**src/rtl/dot_pkg.sv**
```systemverilog
// Shared FP32 field definitions for the dot-product datapath: field widths,
// the default vector width and the unpacked-element record.
package dot_pkg;

    localparam int unsigned EXP_W  = 8;
    localparam int unsigned FRAC_W = 23;
    localparam int unsigned SIG_W  = 24;
    localparam logic [EXP_W-1:0] EXP_MAX = 8'hFF;

    localparam int unsigned DEFAULT_LANES = 4;

    typedef struct packed {
        logic             sign;
        logic [EXP_W-1:0] exp;
        logic [SIG_W-1:0] sig;
        logic             zero;
        logic             inf;
        logic             nan;
    } fp_elem_t;

endpackage

```
**src/rtl/fp32_field_unpack.sv**
```systemverilog
// Combinational FP32 unpack: sign, biased exponent, significand with hidden bit
// and class flags. Subnormals are flushed to zero.
module fp32_field_unpack
    import dot_pkg::*;
(
    input  logic [31:0] word,
    output fp_elem_t    elem
);

    logic [EXP_W-1:0]  exp;
    logic [FRAC_W-1:0] frac;

    assign exp  = word[30:23];
    assign frac = word[22:0];

    always_comb begin
        elem      = '0;
        elem.sign = word[31];
        elem.exp  = exp;
        if (exp == '0) begin
            elem.zero = 1'b1;
        end else begin
            elem.sig = {1'b1, frac};
            if (exp == EXP_MAX) begin
                elem.inf = (frac == '0);
                elem.nan = (frac != '0);
            end
        end
    end

endmodule

```
**src/rtl/dot4_operand_unpacker.sv**
```systemverilog
// Operand front end: unpacks (A,B) FP32 pairs and gathers LANES of them into a
// registered frame, with a one-frame skid so the producer can stream at full rate.
module dot4_operand_unpacker
    import dot_pkg::*;
#(
    parameter int unsigned LANES = DEFAULT_LANES
) (
    input  logic                     clk,
    input  logic                     rst,
    input  logic                     in_valid,
    output logic                     in_ready,
    input  logic [31:0]              in_a,
    input  logic [31:0]              in_b,
    output logic                     out_valid,
    input  logic                     out_ready,
    output logic [LANES-1:0]         out_sign_a,
    output logic [LANES-1:0]         out_sign_b,
    output logic [EXP_W*LANES-1:0]   out_exp_a,
    output logic [EXP_W*LANES-1:0]   out_exp_b,
    output logic [SIG_W*LANES-1:0]   out_sig_a,
    output logic [SIG_W*LANES-1:0]   out_sig_b,
    output logic [LANES-1:0]         out_zero_a,
    output logic [LANES-1:0]         out_zero_b,
    output logic [LANES-1:0]         out_inf_a,
    output logic [LANES-1:0]         out_inf_b,
    output logic [LANES-1:0]         out_nan_a,
    output logic [LANES-1:0]         out_nan_b
);

    localparam int unsigned CW = $clog2(LANES);
    localparam logic [CW-1:0] LAST = CW'(LANES - 1);

    fp_elem_t elem_a, elem_b;

    fp32_field_unpack u_unpack_a (
        .word (in_a),
        .elem (elem_a)
    );

    fp32_field_unpack u_unpack_b (
        .word (in_b),
        .elem (elem_b)
    );

    logic [CW-1:0]          cnt_q;
    fp_elem_t [LANES-2:0]   fill_a_q, fill_b_q;
    fp_elem_t [LANES-1:0]   frame_a_q, frame_b_q;
    logic                   out_valid_q;
    logic                   last, accept, complete;

    assign last     = (cnt_q == LAST);
    // Only the completing pair needs room in the output register.
    assign in_ready = !last || !out_valid_q || out_ready;
    assign accept   = in_valid && in_ready;
    assign complete = accept && last;

    always_ff @(posedge clk or posedge rst) begin
        if (rst) begin
            cnt_q       <= '0;
            fill_a_q    <= '0;
            fill_b_q    <= '0;
            frame_a_q   <= '0;
            frame_b_q   <= '0;
            out_valid_q <= 1'b0;
        end else begin
            if (accept) begin
                cnt_q <= cnt_q + CW'(1);
                if (!last) begin
                    fill_a_q[cnt_q] <= elem_a;
                    fill_b_q[cnt_q] <= elem_b;
                end
            end
            // A loading frame wins over a consume on the same edge.
            if (complete) begin
                frame_a_q   <= {elem_a, fill_a_q};
                frame_b_q   <= {elem_b, fill_b_q};
                out_valid_q <= 1'b1;
            end else if (out_ready) begin
                out_valid_q <= 1'b0;
            end
        end
    end

    assign out_valid = out_valid_q;

    always_comb begin
        out_sign_a = '0;
        out_sign_b = '0;
        out_exp_a  = '0;
        out_exp_b  = '0;
        out_sig_a  = '0;
        out_sig_b  = '0;
        out_zero_a = '0;
        out_zero_b = '0;
        out_inf_a  = '0;
        out_inf_b  = '0;
        out_nan_a  = '0;
        out_nan_b  = '0;
        for (int k = 0; k < LANES; k++) begin
            out_sign_a[k]            = frame_a_q[k].sign;
            out_sign_b[k]            = frame_b_q[k].sign;
            out_exp_a[EXP_W*k +: EXP_W] = frame_a_q[k].exp;
            out_exp_b[EXP_W*k +: EXP_W] = frame_b_q[k].exp;
            out_sig_a[SIG_W*k +: SIG_W] = frame_a_q[k].sig;
            out_sig_b[SIG_W*k +: SIG_W] = frame_b_q[k].sig;
            out_zero_a[k]            = frame_a_q[k].zero;
            out_zero_b[k]            = frame_b_q[k].zero;
            out_inf_a[k]             = frame_a_q[k].inf;
            out_inf_b[k]             = frame_b_q[k].inf;
            out_nan_a[k]             = frame_a_q[k].nan;
            out_nan_b[k]             = frame_b_q[k].nan;
        end
    end

endmodule

```
**config.mk**
```make
export PLATFORM = sky130hd
export DESIGN_NAME = dot4_operand_unpacker
export DESIGN_NICKNAME = d
export VERILOG_FILES = /design/src/rtl/dot_pkg.sv /design/src/rtl/fp32_field_unpack.sv /design/src/rtl/dot4_operand_unpacker.sv
export SDC_FILE = /design/constraint.sdc
export NUM_CORES = 1
export LEC_CHECK = 0
export CAP_MARGIN = 10
export CORE_MARGIN = 8
export CORE_UTILIZATION = 52
export DETAILED_ROUTE_END_ITERATION = 6
export PLACE_DENSITY = 0.8
export SYNTH_ARGS = -nofsm -noshare
export SYNTH_HDL_FRONTEND = slang
export SYNTH_SLANG_ARGS = --single-unit
export TNS_END_PERCENT = 5
```
**constraint.sdc**
```tcl
create_clock -name clk -period 19.9 [get_ports clk]
set_clock_uncertainty 0.2 [all_clocks]
set_input_delay 2.985 -clock clk [delete_from_list [all_inputs] [get_ports clk]]
set_output_delay 2.985 -clock clk [all_outputs]
set_load 0.05 [all_outputs]
```
==> reports/metrics.csv <==
stage;metric;value;unit
synthesis;synth_xor_area_share;0.0463;%
routing;antenna_left;0;
routing;wirelength;51.9;mm
final_layout;nets;2282;
clock_network;cts_sinks;507;
timing;setup_viol;0;
synthesis;synthAdderAreaFrac;0.265;%
die;die_w;207;um
clock_network;clock_latency;550;ps
timing;timing.fmax;0.131;GHz
die;die_h;207;um
critical_path;path_max_fanout;2;
pwr;leakage;12.0;nW
synthesis;syn_inst;1895;
synthesis;syn_nets;1967;
final_layout;fin_area;24400;sq um
critical_path;worstPathRequired;16720;ps
routing;drt_iter0_drc;927;
placement;dpl_cell_area;22700;sq um
clock_network;cts_buffers;50;
die;ios;358;
timing;min_period;7610;ps
routing;remaining_drc_errors;0;
synthesis;synth_mux_area_share;3.63;%
critical_path;start_kind;input port;
routing;wire_per_inst;19.1;um
pwr;p_int;2.66;mW
clock_network;cts_max_level;2;
final_layout;fillerInstances;2703;
clock_network;clock-root-buffer;clkbuf_16;
final_layout;areaGrowthSynthToFinish;29.3;%
timing;relSlewSlack;26.8;%
global_routing;grt_pass1_wl;80.7;mm
synthesis;synth_top_family_by_area;simple AND/OR/NAND/NOR gates;
die;dieArea;42700;sq um
placement;gp_congestion;0.844;
timing;fin_crit_sh;38.2;%
global_routing;grt_max_degree;132;
pwr;combPwrFrac;42.3;%
die;row_count;70;
placement;portBuffers;357;
critical_path;path_class;input port to output pin;
routing;via_per_inst;5.30;
synthesis;ys_seq_area_share;67.1;%
critical_path;endpoint_kind;output pin;
run_status;status;finished clean;
timing;setup_tns;0;ps
pwr;p_per_area;190;nW/um^2
synthesis;syn_area_per_cell;9.97;sq um
final_layout;layout-drive-gt1-share;7.31;%
synthesis;synthDistinctLibCells;25;
pwr;clockPowerShare;21.6;%
routing;vias;14400;
timing;worst_slew_pin_slew;1100;ps
synthesis;yosys.area_share.simple;20.3;%
timing;hold_viol_final;0;
synthesis;synth_seq_cells;507;
critical_path;cp.arrival;4420;ps
clock_network;cts_tree;done;
clock_network;cts_resized;0;
clock_network;clk_pin_slew;60;ps
hold_path;holdCritPathClass;flop to flop;
pwr;p_sw_share;42.8;%
synthesis;synth_compound_area_share;5.76;%
global_routing;grt_util_all_layers;24.1;%
synthesis;syn_area;18900;sq um
placement;dp_hpwl;34.2;mm
die;initial_utilization;52.2;%
pwr;p_switching;1.99;mW
global_routing;antenna_found_initial;1;
pwr;seqPwrFrac;36.1;%
clock_network;postCtsHoldBufs;0;
pwr;power;4.65;mW
clock_network;cts_setup_buffers;0;
synthesis;yosysWarnings;0;
clock_network;cts_buffer_depth;3;
pwr;peakVddDrop;0.113;mV
timing;maxSlewViolCount;0;
run;maxCapViolations;0;
timing;grt_setup_unrepaired;no;
routing;drt_first_pass_iters;7;
global_routing;globalRouteOverflowTotal;0;
global_routing;grt_pass1_vias;14500;
die;core_area;36200;sq um
==> worst paths after layout <==
| check | slack (ps) | to | cells past startpoint | from |
|---|---|---|---|---|
| worst max register to register | 16270 | out_sig_a[93] | 5 | cnt_q[0] |
| max in group asynchronous | 14320 | out_exp_b[20] | 4 | rst |
| worst min register to register | 260 | out_sig_b[39] | 2 | fill_b_q[54] |
| worst min-delay path | 260 | out_sig_b[39] | 2 | fill_b_q[54] |
| min in group asynchronous | 2760 | out_sig_a[40] | 2 | rst |
| worst max-delay path | 12290 | in_ready | 3 | out_ready |
==> Yosys cell counts <==
library cell | n | share of area (%)
ha_1 | 4 | 0.26
buf_4 | 2 | 0.079
xnor2_1 | 1 | 0.046
nand3b_1 | 1 | 0.040
o21bai_1 | 2 | 0.079
a31oi_1 | 2 | 0.066
nor2b_4 | 1 | 0.073
inv_1 | 3 | 0.060
nor3_1 | 2 | 0.053
dfrtp_1 | 507 | 67
and3_1 | 1 | 0.033
clkbuf_1 | 21 | 0.42
o21ai_0 | 200 | 5.3
nand4_1 | 6 | 0.20
nand3_2 | 1 | 0.053
nor4_1 | 14 | 0.46
nand2_2 | 3 | 0.099
o31ai_1 | 8 | 0.32
or2_2 | 2 | 0.066
or2_1 | 2 | 0.066
mux2_2 | 61 | 3.6
nand2b_1 | 1 | 0.033
nand2_1 | 962 | 19
buf_2 | 86 | 2.3
nor2_1 | 2 | 0.040
==> area by class of cell <==
| cell class | count | area, sq um | area share (%) |
|---|---|---|---|
| well taps | 468 | 586 | 2.40 |
| inverters | 3 | 18.8 | 0.0768 |
| repair buffers | 372 | 3690 | 15.1 |
| clock inverters | 27 | 429 | 1.76 |
| multi-input cells | 1276 | 5700 | 23.3 |
| diodes | 1 | 2.50 | 0.0102 |
| clock buffers | 60 | 1320 | 5.40 |
| flip-flops and latches | 507 | 12700 | 51.9 |
==> flip-flops by register name, indices dropped and copies added, names as in the netlist, 4 cells and up <==
| register | flops |
|---|---|
| fill_a_q | 108 |
| fill_b_q | 108 |
| out_exp_a | 32 |
| out_exp_b | 32 |
| out_inf_a | 4 |
| out_inf_b | 4 |
| out_nan_a | 4 |
| out_nan_b | 4 |
| out_sig_a | 96 |
| out_sig_b | 96 |
| out_sign_a | 4 |
| out_sign_b | 4 |
| out_zero_a | 4 |
| out_zero_b | 4 |
==> power groups by stage <==
stage	sequential, mW	combinational, mW	clock (mW)
6_report	1.68	1.97	1.01
5_1_grt	1.73	2.09	1.07
4_1_cts	1.68	1.98	1.02
3_5_place_dp	1.69	1.97	0
3_3_place_gp	1.67	1.93	0
2_1_floorplan	2.42	0.538	0
==> layout by cell type, fill, tap and decap left out, types with 6 or more instances in the layout <==
| cell | instances |
|---|---|
| nand2_1 | 962 |
| dfrtp_1 | 507 |
| clkdlybuf4s50_1 | 357 |
| o21ai_0 | 200 |
| mux2_2 | 61 |
| clkbuf_16 | 51 |
| buf_4 | 15 |
| nor4_1 | 14 |
| bufinv_16 | 11 |
| clkinv_2 | 9 |
| o31ai_1 | 8 |
| clkbuf_1 | 8 |
| nand4_1 | 6 |
| clkinvlp_4 | 6 |
==> metrics by stage <==
stage	hold slack, ps	utilization [%]	setup slack [ps]	std cells
floorplan	233	-	2560	1895
global placement	241	62.7	12280	2626
detailed placement	248	62.7	12280	2626
CTS	262	67.5	12270	2713
global route	272	67.5	12260	2714
finish	259	67.5	12290	2714
==> cell families after synthesis <==
| family | count (synthesis) |
|---|---|
| simple gates | 998 |
| xor+xnor | 1 |
| fa+ha+maj | 4 |
| flops | 507 |
| buf+inv | 112 |
| mux | 61 |
| compound gates | 212 |
==> metal layers <==
metal / GRT usage [%] / up-vias / part of all wire (%) / routed length (um)
met4: 10.6 / 0 / 4.1 / 2140
li1: - / 6623 / - / -
met5: 0 / - / 0 / 0
met1: 31.0 / 7140 / 40 / 20900
met2: 38.8 / 490 / 48 / 24900
met3: 5.84 / 121 / 7.6 / 3950
==> worst max-delay path, cell delays in order <==
cell and delay (ps):
clkdlybuf4s50_1 490, nand3b_1 130, clkdlybuf4s50_1 810
Power figures use the tool's default switching activity.
